File: src/rtl/rca_seq_pkg.sv
// Shared types and constants for the multi-precision nibble add sequencer.
package rca_seq_pkg;

  localparam int NIB_W       = 4;
  localparam int NIBBLES_MAX = 16;

  typedef enum logic [1:0] {
    IDLE = 2'd0,
    ADD  = 2'd1,
    DONE = 2'd2
  } state_t;

endpackage

File: src/rtl/rca_seq_ctrl_nibble.sv
// 4-bit combinational ripple-carry adder shared by the sequencer.
module rca_nibble
  import rca_seq_pkg::*;
(
  input  logic [NIB_W-1:0] a,
  input  logic [NIB_W-1:0] b,
  input  logic             cin,
  output logic [NIB_W-1:0] y,
  output logic             cout
);

  logic [NIB_W:0] c_s;

  // Bitwise full-adder chain
  always_comb begin
    c_s    = {(NIB_W+1){1'b0}};
    y      = {NIB_W{1'b0}};
    c_s[0] = cin;
    for (int i = 0; i < NIB_W; i++) begin
      y[i]     = a[i] ^ b[i] ^ c_s[i];
      c_s[i+1] = (a[i] & b[i]) | (c_s[i] & (a[i] ^ b[i]));
    end
    cout = c_s[NIB_W];
  end

endmodule

File: src/rtl/rca_seq_ctrl.sv
// Sequences a wide add through one shared nibble adder, LS nibble first.
// Optional macro RCA_SEQ_SUB_EN adds op_sub for a-b (cout_out=1 means no borrow).
module rca_seq_ctrl
  import rca_seq_pkg::*;
#(
  parameter int NIBBLES = 4
) (
  input  logic                     clk,
  input  logic                     reset_n,
  input  logic                     in_valid,
  output logic                     in_ready,
  input  logic [NIB_W*NIBBLES-1:0] a_in,
  input  logic [NIB_W*NIBBLES-1:0] b_in,
  input  logic                     cin_in,
`ifdef RCA_SEQ_SUB_EN
  input  logic                     op_sub,
`endif
  output logic                     out_valid,
  input  logic                     out_ready,
  output logic [NIB_W*NIBBLES-1:0] sum_out,
  output logic                     cout_out,
  output logic                     busy
);

  localparam int W     = NIB_W * NIBBLES;
  localparam int IDX_W = (NIBBLES > 1) ? $clog2(NIBBLES) : 1;
  localparam logic [IDX_W-1:0] IDX_LAST = IDX_W'(NIBBLES - 1);

  state_t           state_r, state_n;
  logic [W-1:0]     a_r, b_r, sum_r;
  logic [IDX_W-1:0] idx_r;
  logic             carry_r, cout_r;
  logic             in_ready_r, out_valid_r, busy_r;
  logic             accept_s, last_s;
  logic [W-1:0]     b_sel_s;
  logic             cin_sel_s;
  logic [NIB_W-1:0] nib_y_s;
  logic             nib_cout_s;

`ifdef RCA_SEQ_SUB_EN
  // Subtraction is a + ~b + 1; the caller's carry-in is ignored
  assign b_sel_s   = op_sub ? ~b_in : b_in;
  assign cin_sel_s = op_sub ? 1'b1 : cin_in;
`else
  assign b_sel_s   = b_in;
  assign cin_sel_s = cin_in;
`endif

  rca_nibble u_nibble (
    .a    (a_r[NIB_W*idx_r +: NIB_W]),
    .b    (b_r[NIB_W*idx_r +: NIB_W]),
    .cin  (carry_r),
    .y    (nib_y_s),
    .cout (nib_cout_s)
  );

  // Next-state decode
  always_comb begin
    state_n  = state_r;
    accept_s = 1'b0;
    last_s   = (idx_r == IDX_LAST);
    case (state_r)
      IDLE: begin
        if (in_valid) begin
          accept_s = 1'b1;
          state_n  = ADD;
        end else begin
          state_n  = IDLE;
        end
      end
      ADD: begin
        if (last_s) begin
          state_n = DONE;
        end else begin
          state_n = ADD;
        end
      end
      DONE: begin
        if (out_ready) begin
          state_n = IDLE;
        end else begin
          state_n = DONE;
        end
      end
      default: state_n = IDLE;
    endcase
  end

  // State, handshake flags and datapath registers
  always_ff @(posedge clk or negedge reset_n) begin
    if (!reset_n) begin
      state_r     <= IDLE;
      in_ready_r  <= 1'b1;
      out_valid_r <= 1'b0;
      busy_r      <= 1'b0;
      a_r         <= {W{1'b0}};
      b_r         <= {W{1'b0}};
      sum_r       <= {W{1'b0}};
      idx_r       <= {IDX_W{1'b0}};
      carry_r     <= 1'b0;
      cout_r      <= 1'b0;
    end else begin
      state_r     <= state_n;
      in_ready_r  <= (state_n == IDLE);
      out_valid_r <= (state_n == DONE);
      busy_r      <= (state_n != IDLE);
      case (state_r)
        IDLE: begin
          if (accept_s) begin
            a_r     <= a_in;
            b_r     <= b_sel_s;
            carry_r <= cin_sel_s;
            sum_r   <= {W{1'b0}};
            idx_r   <= {IDX_W{1'b0}};
          end
        end
        ADD: begin
          sum_r[NIB_W*idx_r +: NIB_W] <= nib_y_s;
          carry_r <= nib_cout_s;
          idx_r   <= idx_r + IDX_W'(1);
          if (last_s) begin
            cout_r <= nib_cout_s;
          end
        end
        default: ;
      endcase
    end
  end

  assign in_ready  = in_ready_r;
  assign out_valid = out_valid_r;
  assign busy      = busy_r;
  assign sum_out   = sum_r;
  assign cout_out  = cout_r;

endmodule

File: config.mk
export PLATFORM = sky130hd
export DESIGN_NAME = rca_seq_ctrl
export DESIGN_NICKNAME = d
export VERILOG_FILES = /design/src/rtl/rca_seq_pkg.sv /design/src/rtl/rca_seq_ctrl_nibble.sv /design/src/rtl/rca_seq_ctrl.sv
export SDC_FILE = /design/constraint.sdc
export NUM_CORES = 1
export LEC_CHECK = 0
export BUFFER_PORTS_ARGS = -buffer_cell sky130_fd_sc_hd__buf_2
export CORE_MARGIN = 2
export CORE_UTILIZATION = 30
export CTS_BUF_LIST = sky130_fd_sc_hd__clkbuf_16
export DETAILED_ROUTE_END_ITERATION = 16
export PLACE_DENSITY_LB_ADDON = 0.3
export SLEW_MARGIN = 0
export SYNTH_ARGS = -nofsm -noshare
export SYNTH_HDL_FRONTEND = slang
export SYNTH_SLANG_ARGS = --single-unit
File: constraint.sdc
create_clock -name clk -period 4.9 [get_ports clk]
set_input_delay 0.98 -clock clk [delete_from_list [all_inputs] [get_ports clk]]
set_output_delay 0.98 -clock clk [all_outputs]
set_load 0.1 [all_outputs]
==> impl_metrics.yaml, run 1 <==
synthesis:
  yosysWarningCount: 0
  syn_avg_cell_area_um2: 14.4
  syn_inst: 181
  synth_top_cell_by_area: "dfrtp_1"
  synth-edff-count: 0
  synth_ff_type: "dfrtp_1"
  async_flop_share: 1.00
  syn-cell-area_um2: 2610
  ys_seq_area_frac: 0.548
  synth_top_area_frac: 0.538
  ys_ff_latch: 57
  ys_types: 35
  synth.area.top_cells: "dfrtp_1, mux2_2, mux4_2, fa_1, a22o_1"
  synth_fp_nets: 226
flow_run:
  cap_viol_max_count: 0
layout:
  area_delta_synth_final_pct: 25.0
  finalInstanceArea_um2: 3260
  layout.cells.non_filler: 354
  antenna_cells: 0
  seqCellArea_um2: 1430
  nets: 286
  multi_input_area_um2: 1080
  drive_above_1_share: 0.480
  fill_cells: 850
sta:
  rsz0062_at_grt: "false"
  fin_crit_sh: 0.650
  layout_setup_ws_ns: 1.71
  setup_viol: 0
  finClkSkew_ns: 0.00652
  finalSetupTns_ns: 0
  finalMaxSlewViolations: 0
  maxSlewHeadroom: 0.411
  hold_viol: 0
  fin_crit_ns: 3.19
  tightest_slew_ns: 0.881
  max_freq_ghz: 0.314
setup_path:
  start_kind: "flip-flop"
  critPathBufInv: 4
  ff2ff_setup_slack_ns: 1.71
  worst-endpoint-arrival_ns: 3.39
  max_stage_delay_ns: 0.81
  worstPathRequired_ns: 5.11
  path_cells: "mux4_2 > inv_1 > fa_1 > inv_1 > fa_1 > inv_1 > fa_1 > inv_1 > fa_1 > a22o_1"
  slowest_stage: "dfrtp_1"
  endpoint_kind: "flip-flop"
  crit_type: "flip-flop to flip-flop"
  crit_family: "adder cells"
  crit_fanout: 16
placement:
  placed_cell_area_um2: 2970
  dp.cells: 338
  dpl_worst_slack_ns: 1.65
  port_buffers: 56
  gp_congestion: 0.736
  hpwl_um: 3960
global_routing:
  global_route.usage.total: 0.131
  grt_pass1_wl_um: 9540
  grt_antenna_before_repair: 0
  gr-total-overflow: 0
  grt_pass1_vias: 1776
  grt_max_degree: 58
drt:
  detailedRoute.firstIterationViolations: 74
  first_pass_iters: 4
  num_vias: 1663
  antenna_left: 0
  avgViaCountPerCell: 4.70
  wl_per_cell_um: 15.8
  drc: 0
  routed_wl_um: 5600
floorplan:
  fp.dieH_um: 97.2
  core_um2: 8550
  io_pins: 57
  rows: 34
  die_area_um2: 9450
  start_util: 0.305
  die_x_um: 97.2
clock_network:
  cts_tree: "done"
  cts_setup_buffers: 0
  cts_root_buffer: "clkbuf_16"
  hold_buffers: 0
  post_cts_resized: 0
  htree_levels: 3
  clockBufferDepth: 2
  clkSinkCount: 57
  clk-insertion-delay-late_ns: 0.32
  clk_pin_slew_ns: 0.05
  numCtsBuffers: 9
min_path:
  hp-class: "flip-flop to flip-flop"
outcome:
  outcome: "completed"
[registers in the layout (all words and copies together), names as in the netlist]
name / cells
a_r: 16
b_r: 16
busy: 1
carry_r: 1
cout_out: 1
idx_r: 2
in_ready: 1
out_valid: 1
state_r: 2
sum_out: 16
[stage by stage]
| stage | hold slack, ns | util |
|---|---|---|
| after floorplan | 0.450 | - |
| after global placement | 0.473 | 0.348 |
| after detailed placement | 0.473 | 0.348 |
| after CTS | 0.489 | 0.381 |
| after global routing | 0.513 | 0.381 |
| final | 0.481 | 0.381 |
[layout by cell type, fill, tap and decap left out, types with 3 or more instances in the layout]
| cell | Yosys | final |
|---|---|---|
| mux4_2 | 8 | 8 |
| dfrtp_1 | 56 | 56 |
| mux2_2 | 31 | 31 |
| a21o_2 | 3 | 3 |
| o2bb2ai_1 | 8 | 8 |
| nand2_1 | 12 | 12 |
| fa_1 | 4 | 4 |
| clkbuf_16 | 0 | 9 |
| clkinv_2 | 0 | 3 |
| a22o_1 | 9 | 9 |
| inv_1 | 10 | 10 |
| buf_2 | 1 | 56 |
| nor2_1 | 3 | 3 |
| ha_1 | 4 | 4 |
[Yosys cell counts (all sizes together) (2+ instances only)]
cell type,count
a21o,4
inv,10
mux2,33
buf,7
ha,4
a22o,9
o2bb2ai,8
nand2,12
and4,2
mux4,8
dfrtp,56
nand2b,3
nand4,2
a21oi,2
nor2,4
fa,4
[per-layer routing]
metal | up-vias | track usage | wire length, um
met5 | - | 0 | 0
met3 | 8 | 0.0417 | 374
met4 | 0 | 0.0553 | 75
met1 | 837 | 0.168 | 2510
li1 | 773 | - | -
met2 | 45 | 0.204 | 2630
[cell type report]
type / count / share of cell area
tap: 108 / 0.0415
inverter: 10 / 0.0115
clock buffer: 9 / 0.0691
clock inverter: 7 / 0.0188
sequential: 57 / 0.438
multi-input combinational: 106 / 0.333
timing repair buffer: 57 / 0.0883
[cells by family after synthesis]
family,synth area share
fa+ha+maj,0.0499
flops,0.548
compound gates,0.0787
buf+inv,0.0365
simple gates,0.0754
mux,0.212
[worst paths after layout]
check / start / end / cells after the start
worst max-delay path: idx_r[0]$_DFFE_PN0P_ / sum_out[11]$_DFFE_PN0P_ / 10
worst min-delay path: sum_out[6]$_DFFE_PN0P_ / sum_out[6]$_DFFE_PN0P_ / 1
worst max register to register: idx_r[0]$_DFFE_PN0P_ / sum_out[11]$_DFFE_PN0P_ / 10
worst min register to register: sum_out[6]$_DFFE_PN0P_ / sum_out[6]$_DFFE_PN0P_ / 1
max in group asynchronous: reset_n / b_r[3]$_DFFE_PN0P_ / 2
min in group asynchronous: reset_n / b_r[9]$_DFFE_PN0P_ / 2
Power of run 1 is left out: the tool's default activity adds up to more than one toggle a clock period on the data nets, which glitch-free logic cannot reach.
==> run 2: changes to the inputs <==
Clock period 4.9 ns to 2.7 ns, I/O delays scaled along.
==> run 2 against run 1 <==
Against the previous run:
- core utilization rose by 0.70 points
- worst setup slack worse by 1.7 ns
- via count increased by 0.30%
- die area is the same
- flip-flop and latch count stayed put
- routed wire length decreased by 2.0%
- sequential share of layout area fell by 0.76 points
- clock-buffer cell count unchanged
- critical path depth unchanged
- cell count rose by 2.0%
- global-route usage up 0.090 points
- non-clock buffer count rose by 7
- critical path type unchanged
==> impl_metrics.yaml, run 2 (same netlist as run 1, synthesis figures left out) <==
outcome:
  outcome: "completed"
flow_run:
  cap_viol_max_count: 0
global_routing:
  global_route.usage.total: 0.132
  grt_pass1_wl_um: 9650
  grt_max_degree: 33
  gr-total-overflow: 0
  grt_pass1_vias: 1850
  grt_antenna_before_repair: 0
sta:
  max_freq_ghz: 0.378
  whs_ns: 0.153
  finalMaxSlewViolations: 0
  rsz0062_at_grt: "true"
  fin_crit_ns: 2.64
  finClkSkew_ns: 0.00552
  tightest_slew_ns: 0.491
  hold_viol: 0
  setup_viol: 0
  fin_crit_sh: 0.979
  maxSlewHeadroom: 0.675
layout:
  drive_above_1_share: 0.522
  nets: 293
  final_common_cell: "buf_2"
  fill_cells: 829
  layout_common_cells: "buf_2, dfrtp_1, mux2_2"
  area_delta_synth_final_pct: 27.3
  antenna_cells: 0
setup_path:
  reg2reg_from: "idx_r[0]$_DFFE_PN0P_"
  startpoint: "idx_r[0]$_DFFE_PN0P_"
  crit_fanout: 4
  endpoint_kind: "flip-flop"
  worst-endpoint-arrival_ns: 2.85
  worstPathRequired_ns: 2.90
  crit_type: "flip-flop to flip-flop"
  start_kind: "flip-flop"
clock_network:
  clkSinkCount: 57
  clockBufferDepth: 2
  clk-insertion-delay-late_ns: 0.32
  cts_tree: "done"
  cts_root_buffer: "clkbuf_16"
  hold_buffers: 0
  cts_setup_buffers: 0
  clk_pin_slew_ns: 0.05
  htree_levels: 3
  numCtsBuffers: 9
floorplan:
  die_x_um: 97.2
  core_um2: 8550
  rows: 34
  io_pins: 57
  start_util: 0.305
  die_area_um2: 9450
  fp.dieH_um: 97.2
drt:
  avgViaCountPerCell: 4.62
  wl_per_cell_um: 15.2
  routed_wl_um: 5490
  antenna_left: 0
  first_pass_iters: 6
  detailedRoute.firstIterationViolations: 53
  drc: 0
  num_vias: 1668
placement:
  port_buffers: 56
  hpwl_um: 4180
  gp_congestion: 0.745
min_path:
  hp-class: "input pin to asynchronous set/reset pin"
## run 2: cell count changes in the layout (fill, tap and decap cells not counted), sizes merged
cell / before / now
buf: 57 / 64
clkinv: 6 / 4
inv: 10 / 12
## run 2: stage by stage
stage | TNS [ns] | cell area, um^2 | setup slack (ns) | util | cells
after global placement | 0 | 3030 | 0.0167 | 0.354 | 345
final | 0 | 3320 | 0.0570 | 0.388 | 361
after global routing | -0.117 | 3320 | -0.0349 | 0.388 | 361
after floorplan | -0.0608 | 2620 | -0.0152 | - | 181
after detailed placement | -0.0193 | 3030 | -0.00899 | 0.354 | 345
after CTS | 0 | 3310 | 0.0112 | 0.387 | 361
## run 2: path summary, 6_finish.rpt
kind | endpoint | slack [ns] | cells after the start
setup / recovery | sum_out[11]$_DFFE_PN0P_ | 0.06 | 10
setup reg to reg | sum_out[11]$_DFFE_PN0P_ | 0.06 | 10
hold / removal | b_r[10]$_DFFE_PN0P_ | 0.15 | 1
min in group clk | a_r[7]$_DFFE_PN0P_ | 0.44 | 2
hold reg to reg | sum_out[12]$_DFFE_PN0P_ | 0.48 | 1
max in group asynchronous | sum_out[15]$_DFFE_PN0P_ | 1.77 | 3
## run 2: worst max-delay path: stages (launching register included)
cell and delay (ns):
dfrtp_2 0.43, mux4_2 0.34, inv_2 0.04, fa_2 0.34, inv_2 0.06, fa_2 0.18, inv_2 0.04, fa_2 0.35
inv_2 0.07, fa_2 0.48, a22o_1 0.20
## run 2: layer usage
layer / GRT usage / part of all wire
met5: 0 / 0
met4: 0.0390 / 0.012
met3: 0.0496 / 0.058
met2: 0.194 / 0.46
met1: 0.181 / 0.47
## run 2: repair_timing
action	4_1_cts	5_1_grt
cloned	0	0
endpoints found under the hold margin	0	0
pin swaps	0	7
endpoints found under the setup margin	4	4
gates resized for setup	2	5
## run 2: area by class of cell
class	instances	area, um^2	area share
timing repair buffer	64	344	0.104
sequential	57	1430	0.431
clock buffer	9	225	0.0679
multi-input combinational	106	1090	0.330
tap	108	135	0.0407
clock inverter	7	53.8	0.0162
inverter	10	37.5	0.0113
Power of run 2 is left out for the same reason.
